===== config.mk =====
export PLATFORM = sky130hd
export DESIGN_NAME = sop_equiv_sweeper
export DESIGN_NICKNAME = d
export VERILOG_FILES = /design/src/rtl/sop_equiv_sweeper.sv
export SDC_FILE = /design/constraint.sdc
export NUM_CORES = 1
export LEC_CHECK = 0
export CAP_MARGIN = 30
export CORE_AREA = 2 2 46 48
export CTS_BUF_LIST = sky130_fd_sc_hd__clkbuf_8
export DETAILED_ROUTE_END_ITERATION = 10
export DIE_AREA = 0 0 48 50
export HOLD_SLACK_MARGIN = 0.08
export PLACE_DENSITY = 0.88
export SLEW_MARGIN = 20
export SYNTH_ARGS = -nofsm -noshare
export SYNTH_HDL_FRONTEND = slang
export SYNTH_SLANG_ARGS = --single-unit

===== constraint.sdc =====
create_clock -name clk -period 4 [get_ports clk]
set_input_delay 0.4 -clock clk [delete_from_list [all_inputs] [get_ports clk]]
set_output_delay 0.4 -clock clk [all_outputs]
set_load 0.03 [all_outputs]

===== src/rtl/sop_equiv_sweeper.sv =====
// Exhaustive equivalence sweeper: walks every input vector past a reference and a
// candidate Boolean function and reports mismatch count, first failing vector and pass/fail.
module sop_equiv_sweeper #(
   parameter int N_VARS       = 4,
   parameter int LATENCY      = 0,
   parameter int STOP_ON_FAIL = 0
) (
   input  logic              clk,
   input  logic              rst,
   input  logic              start,
   input  logic              f_ref,
   input  logic              f_dut,
   output logic [N_VARS-1:0] vec_out,
   output logic              vec_valid,
   output logic              busy,
   output logic              done,
   output logic              pass,
   output logic [N_VARS:0]   mismatch_count,
   output logic [N_VARS-1:0] first_fail_vec,
   output logic              first_fail_valid
);

   typedef enum logic [1:0] {S_IDLE, S_SWEEP, S_DRAIN} state_t;

   localparam logic [N_VARS-1:0] VEC_MAX = {N_VARS{1'b1}};
   localparam logic [N_VARS-1:0] VEC_ONE = {{(N_VARS-1){1'b0}}, 1'b1};
   localparam logic [N_VARS:0]   CNT_MAX = {1'b1, {N_VARS{1'b0}}};
   localparam logic [N_VARS:0]   CNT_ONE = {{N_VARS{1'b0}}, 1'b1};

   state_t            state_q;
   logic [N_VARS-1:0] vec_q;
   logic              vec_valid_q;
   logic              busy_q;
   logic              done_q;
   logic              pass_q;
   logic [N_VARS:0]   mismatch_count_q;
   logic [N_VARS:0]   mismatch_count_d;
   logic [N_VARS-1:0] first_fail_vec_q;
   logic              first_fail_valid_q;

   logic              tag_valid;
   logic [N_VARS-1:0] tag_vec;
   logic              miss;
   logic              last_sample;
   logic              stop;
   logic              finish;

   // The tag travelling alongside the functions' own latency says which vector
   // the responses currently on f_ref/f_dut belong to.
   generate
      if (LATENCY > 0) begin : g_pipe
         logic [N_VARS:0] pipe_q [LATENCY];

         always_ff @(posedge clk) begin
            if (rst || stop) begin
               for (int i = 0; i < LATENCY; i++) pipe_q[i] <= '0;
            end else begin
               pipe_q[0] <= {vec_valid_q, vec_q};
               for (int i = 1; i < LATENCY; i++) pipe_q[i] <= pipe_q[i-1];
            end
         end

         assign {tag_valid, tag_vec} = pipe_q[LATENCY-1];
      end else begin : g_comb
         assign {tag_valid, tag_vec} = {vec_valid_q, vec_q};
      end
   endgenerate

   assign miss        = tag_valid && (f_ref != f_dut);
   assign last_sample = tag_valid && (tag_vec == VEC_MAX);
   assign stop        = miss && (STOP_ON_FAIL != 0);
   assign finish      = last_sample || stop;

   assign mismatch_count_d = (miss && (mismatch_count_q != CNT_MAX))
                             ? mismatch_count_q + CNT_ONE : mismatch_count_q;

   always_ff @(posedge clk) begin
      if (rst) begin
         state_q            <= S_IDLE;
         vec_q              <= '0;
         vec_valid_q        <= 1'b0;
         busy_q             <= 1'b0;
         done_q             <= 1'b0;
         pass_q             <= 1'b0;
         mismatch_count_q   <= '0;
         first_fail_vec_q   <= '0;
         first_fail_valid_q <= 1'b0;
      end else begin
         done_q <= 1'b0;
         case (state_q)
            S_IDLE: begin
               if (start) begin
                  state_q            <= S_SWEEP;
                  vec_q              <= '0;
                  vec_valid_q        <= 1'b1;
                  busy_q             <= 1'b1;
                  pass_q             <= 1'b0;
                  mismatch_count_q   <= '0;
                  first_fail_vec_q   <= '0;
                  first_fail_valid_q <= 1'b0;
               end
            end
            default: begin
               mismatch_count_q <= mismatch_count_d;
               if (miss && !first_fail_valid_q) begin
                  first_fail_valid_q <= 1'b1;
                  first_fail_vec_q   <= tag_vec;
               end
               // Pass counts the mismatch sampled on this very edge.
               if (finish) begin
                  state_q     <= S_IDLE;
                  busy_q      <= 1'b0;
                  done_q      <= 1'b1;
                  pass_q      <= (mismatch_count_d == '0);
                  vec_valid_q <= 1'b0;
               end else if (state_q == S_SWEEP) begin
                  if (vec_q == VEC_MAX) begin
                     vec_valid_q <= 1'b0;
                     state_q     <= S_DRAIN;
                  end else begin
                     vec_q <= vec_q + VEC_ONE;
                  end
               end
            end
         endcase
      end
   end

   assign vec_out          = vec_q;
   assign vec_valid        = vec_valid_q;
   assign busy             = busy_q;
   assign done             = done_q;
   assign pass             = pass_q;
   assign mismatch_count   = mismatch_count_q;
   assign first_fail_vec   = first_fail_vec_q;
   assign first_fail_valid = first_fail_valid_q;

endmodule


==> results of run 1 <==
[cell usage after synthesis, types with 2 or more instances]
cell type	number	area share (%)
a21oi_1	7	3.9
a22oi_1	2	1.7
a311oi_1	3	2.9
and2_1	2	1.4
buf_4	2	1.7
dfxtp_1	18	40
ha_1	3	4.2
inv_1	2	0.83
mux2i_1	2	2.2
nand2_1	9	3.7
nand2b_1	2	1.4
nand3_1	8	4.4
nor2_1	12	5.0
nor2b_1	2	1.4
nor3_1	3	1.7
nor4_1	3	2.1
o21ai_0	2	1.1
o21ai_1	2	1.1
xor2_1	4	3.9
[stage by stage]
step	cell area (um2)	worst slack (ns)
floorplan	903	2.29
global route	1180	1.93
detailed placement	1120	1.87
CTS	1180	1.98
finish	1180	1.97
global placement	1120	1.92
[power by group through the flow]
stage / sequential [W] / clock (W) / combinational, W
after floorplan: 0.000197 / 0 / 0.0000309
after global placement: 0.000193 / 0 / 0.0000482
after detailed placement: 0.000193 / 0 / 0.0000498
after CTS: 0.000189 / 0.000149 / 0.0000503
after global routing: 0.000190 / 0.000155 / 0.0000554
final: 0.000189 / 0.000147 / 0.0000499
[sequential cells by signal, summed over array words and instances (netlist names)]
signal and flops:
vec_out 4, mismatch_count 5, first_fail_vec 4, state_q 2
done 1, pass 1, first_fail_valid 1
[kinds of logic after synthesis]
group / after synthesis / share of synthesized area (%)
AND/OR/NAND/NOR: 49 / 28.4
AO/OA/AOI/OAI: 21 / 14.7
flip-flops: 18 / 39.9
buffers and inverters: 7 / 4.57
XOR/XNOR: 5 / 4.85
multiplexers: 3 / 3.46
adder cells (fa/ha/maj): 3 / 4.16
[per-layer routing]
metal | vias to the layer above | wire, um
li1 | 418 | -
met1 | 403 | 888
met2 | 34 | 1010
met3 | 6 | 105
met4 | 0 | 67
met5 | - | 0
[layout make-up]
type	instances	area share [%]
Clock buffer	4	4.67
Sequential cell	18	30.6
Tap cell	27	2.87
Timing Repair Buffer	22	18.7
Multi-Input combinational cell	81	42.6
Inverter	2	0.637
[final timing paths]
path                                        start  endpoint  slack (ns)  cells after the start
worst max register to register  mismatch_count[0]      pass        2.31                      7
worst min-delay path                         pass      pass        0.47                      2
worst min register to register               pass      pass        0.47                      2
worst max-delay path                   state_q[0]      busy        1.97                      1
[tightest hold or removal path, delay by kind of cell, from the launching register on]
kind | cells | cell delay [ns]
flops | 1 | 0.31
simple gates | 1 | 0.06
compound gates | 1 | 0.05
==> summary.md, run 1 <==
| Metric | Value |
|---|---|
| Status | `finished, final reports clean` |
| Slew HR | `53.2%` |
| Crit. End Element | `output port` |
| DPL Wire Length | `1.52 mm` |
| Buf+Inv Stages, Crit Path | `1` |
| Fmax | `494 MHz` |
| Row count | `16` |
| PortBufs | `22` |
| Post-synthesis average cell area | `8.52 um2` |
| Crit-path leading delay family | `buffers and inverters` |
| Leakage | `0.417 nW` |
| Layout Cells excl Fill | `154` |
| Vias in the first global route | `790` |
| Area growth from synthesis to layout | `30.5%` |
| Power Total | `0.000386 W` |
| Max_cap viols | `0` |
| Synthesized flop and latch total | `18` |
| Worst-margin pin slew | `0.700 ns` |
| DRC viols | `0` |
| # clock sinks | `18` |
| Fin crit period | `2.03 ns` |
| Post-CTS Resized | `0` |
| P_int | `0.000290 W` |
| Global-route wire length before repair | `3.48 mm` |
| Met1 layer usage reported by global route | `24.9%` |
| Layout Nets | `136` |
| Startpoint types | `flip-flop` |
| # diodes | `0` |
| Die Y | `50 um` |
| Comb power frac | `12.9%` |
| # Post-CTS Setup Buffers | `0` |
| Chip width | `48 um` |
| Sequential-to-total area share from yosys stat | `39.9%` |
| Hold/Removal Path Class | `reg -> reg` |
| Initial antenna violation count | `0` |
| Setup tns final | `0 ns` |
| Placed cells | `150` |
| Hold violation total from the final report | `0` |
| Via density | `5.59` |
| Data required time of the worst path | `3.60 ns` |
| Final core occ | `62.0%` |
| Final Max Slew Viols | `0` |
| Initial DRC Count | `21` |
| CTS buffer count | `3` |
| RD Place Congestion | `0.894` |
| Storage cell area | `360 um2` |
| RSZ-0062 raised after global routing | `false` |
| Synth cell types | `37` |
| Mapped cell area | `903 um2` |
| Met2 Resource Use GR | `31.6%` |
| Post-CTS Hold Buffers | `0` |
| Syn nets | `114` |
| Critical Path Fanout Max | `14` |
| Area of the multi-input gates | `502 um2` |
| Gr busiest metal | `met2` |
| Slowest CP cell | `clkdlybuf4s50_1` |
| Async S/R FF share, synth | `0%` |
| Kind of critical path | `reg -> out` |
| Hold_ws | `0.468 ns` |
| Power per cell area | `327 mW/mm2` |
| Worst Path Arrival | `1.63 ns` |
| Yosys warning count | `0` |
| Remaining Overflow, GRT | `0` |
| Num ports | `23` |
| Clock Latency Late Sink | `0.25 ns` |
| Share of layout cells above drive strength 1 | `5.51%` |
| CP max stage delay | `0.77 ns` |
| Cell count after synthesis | `106` |
| Main synth FF type | `dfxtp_1` |
| Initial core utilization | `47.5%` |
| Pre-Repair DR Iteration Count | `4` |
| Setup violations, final | `0` |
| GRT met3 Usage | `2.56%` |
| Fill count | `167` |
| Net Switching | `0.0000956 W` |
| Final period util | `50.6%` |
| Routed length per instance | `13.4 um` |
| Critical path cell sequence | `clkdlybuf4s50_1` |
| H-tree depth | `1` |
| Most frequent cells in the layout | `clkdlybuf4s50_1 (22), dfxtp_1 (18), nor2_1 (12), nand2_1 (9), nand3_1 (8)` |
| Detail Route Antenna Nets | `0` |
| Die ar. | `0.00240 mm2` |
| Register share of total power | `49.1%` |
| CTS Root Cell | `clkbuf_8` |
| Drt total wl | `2.07 mm` |
| CTS tree | `done` |
| Core Region | `0.00190 mm2` |
| Total GRT Usage | `20.4%` |
| CTS max path bufs | `2` |
| Maximum vdd drop | `0.260 mV` |
| Setup Skew | `0.00161 ns` |
| Via Count | `861` |
| Clock share of power | `38.0%` |
| Number of synthesized flops with an enable pin | `0` |
| Sw frac | `24.8%` |
| Reg clk slew, reported paths | `0.07 ns` |
| Largest net degree at the start of global routing | `22` |
| Most common cell after layout, fill and taps aside | `clkdlybuf4s50_1` |
No activity file was read; power rests on OpenSTA's default activity.
==> inputs of run 2 (changes only) <==
clock period = 2.1 ns   (was 4 ns; I/O delays follow)
==> run 2 against run 1 <==
Against the previous run:
- total power is 92% higher
- clock skew is 0.0022 ns higher
- core utilization is 0.39 points higher
- largest power group unchanged
- wire length is 3.9% lower
- register-to-register slack worse by 1.9 ns
- flip-flop and latch count stayed put
- die area stayed put
- largest cell class unchanged
- global-route usage is 1.7 points lower
==> summary.md, run 2 (synthesis gave the netlist of run 1 again) <==
| Metric | Value |
|---|---|
| Setup violations, final | `0 (unchanged)` |
| WL met1 | `896 um (was 888 um)` |
| RD Place Congestion | `0.877 (was 0.894)` |
| Global-route wire length before repair | `3.17 mm (was 3.48 mm)` |
| Detail Route Antenna Nets | `0 (unchanged)` |
| Chip width | `48 um (unchanged)` |
| Data required time of the worst path | `1.89 ns (was 3.60 ns)` |
| P_int | `0.000554 W (was 0.000290 W)` |
| Remaining Overflow, GRT | `0 (unchanged)` |
| Worst Path Arrival | `1.62 ns (was 1.63 ns)` |
| Crit. End Element | `output port (unchanged)` |
| Layout Nets | `137 (was 136)` |
| Drt total wl | `1.99 mm (was 2.07 mm)` |
| WP depth | `1 (unchanged)` |
| Critical path cell sequence | `clkdlybuf4s50_1 (unchanged)` |
| # diodes | `0 (unchanged)` |
| Initial antenna violation count | `0 (unchanged)` |
| Critical Path Fanout Max | `14 (unchanged)` |
| Fmax | `547 MHz` |
| Max reg flops | `5 (unchanged)` |
| CTS buffer count | `3 (unchanged)` |
| PortBufs | `22 (unchanged)` |
| Die Y | `50 um (unchanged)` |
| RSZ-0062 raised after global routing | `false (unchanged)` |
| Post-CTS Resized | `0 (unchanged)` |
| Startpoint types | `flip-flop (unchanged)` |
| Net Switching | `0.000185 W (was 0.0000956 W)` |
| Via density | `5.52 (was 5.59)` |
| Crit-path leading delay family | `buffers and inverters (unchanged)` |
| Maximum vdd drop | `0.376 mV (was 0.260 mV)` |
| Final Max Slew Viols | `0 (unchanged)` |
| Routed length per instance | `12.8 um (was 13.4 um)` |
| Reg2Reg Launch Point | `vec_out[0] (was mismatch_count[0])` |
| CP endpoint | `busy (unchanged)` |
| Post-CTS Hold Buffers | `0 (unchanged)` |
| Largest net degree at the start of global routing | `21 (was 22)` |
| H-tree depth | `1 (unchanged)` |
| Setup Skew | `0.00384 ns (was 0.00161 ns)` |
| Top sig layer | `met4 (unchanged)` |
| Kind of critical path | `reg -> out (unchanged)` |
| CTS tree | `done (unchanged)` |
| WL met2 | `916 um (was 1.01 mm)` |
| # Post-CTS Setup Buffers | `0 (unchanged)` |
| CTS Root Cell | `clkbuf_8 (unchanged)` |
| Slowest CP cell | `clkdlybuf4s50_1 (unchanged)` |
| CTS max path bufs | `2 (unchanged)` |
| Setup tns final | `0 ns (unchanged)` |
| Clock Latency Late Sink | `0.25 ns (about the same)` |
| Vias in the first global route | `730 (was 790)` |
| DPL Wire Length | `1.44 mm (was 1.52 mm)` |
| R2R Setup Slk | `0.46 ns (was 2.31 ns)` |
| Hold/Removal Path Class | `reg -> reg (unchanged)` |
| Comb power frac | `13.1% (was 12.9%)` |
| Storage cell area | `360 um2 (unchanged)` |
| Slew HR | `70.0% (was 53.2%)` |
| Most common cell after layout, fill and taps aside | `clkdlybuf4s50_1 (unchanged)` |
| R2R cell count | `6 (was 7)` |
| Die ar. | `0.00240 mm2 (unchanged)` |
| Hold_ws | `0.464 ns (was 0.468 ns)` |
| Initial DRC Count | `19 (was 21)` |
| Sw frac | `25.0% (was 24.8%)` |
| Most frequent cells in the layout | `clkdlybuf4s50_1 (22), dfxtp_1 (18), nor2_1 (12), nand2_1 (9), nand3_1 (8) (unchanged)` |
| Num ports | `23 (unchanged)` |
| Initial core utilization | `47.5% (unchanged)` |
| Area growth from synthesis to layout | `31.3% (was 30.5%)` |
| Area of the multi-input gates | `502 um2 (unchanged)` |
| Clock share of power | `38.2% (was 38.0%)` |
| Status | `finished, final reports clean (unchanged)` |
| Register share of total power | `48.7% (was 49.1%)` |
| Pre-Repair DR Iteration Count | `4 (unchanged)` |
| Share of layout cells above drive strength 1 | `6.25% (was 5.51%)` |
| Row count | `16 (unchanged)` |
| Total GRT Usage | `18.7% (was 20.4%)` |
| Max_cap viols | `0 (unchanged)` |
| Worst-margin pin slew | `0.449 ns (was 0.700 ns)` |
| Reg2reg end | `pass (unchanged)` |
| Fin crit period | `1.83 ns` |
| Final period util | `87.1%` |
| Leakage | `0.422 nW (was 0.417 nW)` |
| Reg clk slew, reported paths | `0.07 ns (about the same)` |
| Hold violation total from the final report | `0 (unchanged)` |
| Core Region | `0.00190 mm2 (unchanged)` |
| DRC viols | `0 (unchanged)` |
| CP max stage delay | `0.76 ns (was 0.77 ns)` |
| Power per cell area | `623 mW/mm2 (was 327 mW/mm2)` |
| Met3 WL | `112 um (was 105 um)` |
| Critical path origin | `state_q[0] (unchanged)` |
| # clock sinks | `18 (unchanged)` |
| Buf+Inv Stages, Crit Path | `1 (unchanged)` |
| Via Count | `855 (was 861)` |
| Fill count | `157 (was 167)` |
==> run 2: worst min-delay path by stage <==
stage                                 start           endpoint  slack, ns  cells past startpoint
final                     first_fail_vec[3]  first_fail_vec[3]       0.46                      2
after global routing      first_fail_vec[0]  first_fail_vec[0]       0.50                      2
after CTS                 first_fail_vec[3]  first_fail_vec[3]       0.47                      2
after detailed placement  first_fail_vec[3]  first_fail_vec[3]       0.46                      2
after global placement    first_fail_vec[2]  first_fail_vec[2]       0.45                      2
after floorplan                       start         state_q[0]       0.43                      2
==> run 2: cell type report <==
type                       instances  share of cell area, %
inverter                           2                  0.633
timing repair buffer              23                   19.2
sequential                        18                   30.4
clock buffer                       4                   4.64
tap                               27                   2.85
multi-input combinational         81                   42.3
==> run 2: routing by layer <==
layer	GRT usage (%)	vias to the layer above
li1	-	424
met1	23.5	387
met2	26.7	36
met3	4.76	8
met4	13.1	0
met5	0	-
==> run 2: metrics by stage <==
stage / cells / setup WS (ns) / total power (W) / cell area, um2 / utilization, %
2_1_floorplan: 106 / 0.391 / 0.000433 / 903 / -
3_3_place_gp: 151 / 0.376 / 0.000461 / 1130 / 59.5
3_5_place_dp: 151 / 0.349 / 0.000464 / 1130 / 59.5
4_1_cts: 155 / 0.267 / 0.000743 / 1190 / 62.4
5_1_grt: 155 / 0.189 / 0.000769 / 1190 / 62.4
6_report: 155 / 0.271 / 0.000739 / 1190 / 62.4
==> run 2: power by group through the flow <==
stage / Combinational, W / Clock [W] / Sequential, W
after detailed placement: 0.0000963 / 0 / 0.000367
after global routing: 0.000106 / 0.000302 / 0.000361
final: 0.0000965 / 0.000282 / 0.000360
after CTS: 0.0000967 / 0.000286 / 0.000360
after global placement: 0.0000937 / 0 / 0.000367
after floorplan: 0.0000589 / 0 / 0.000374
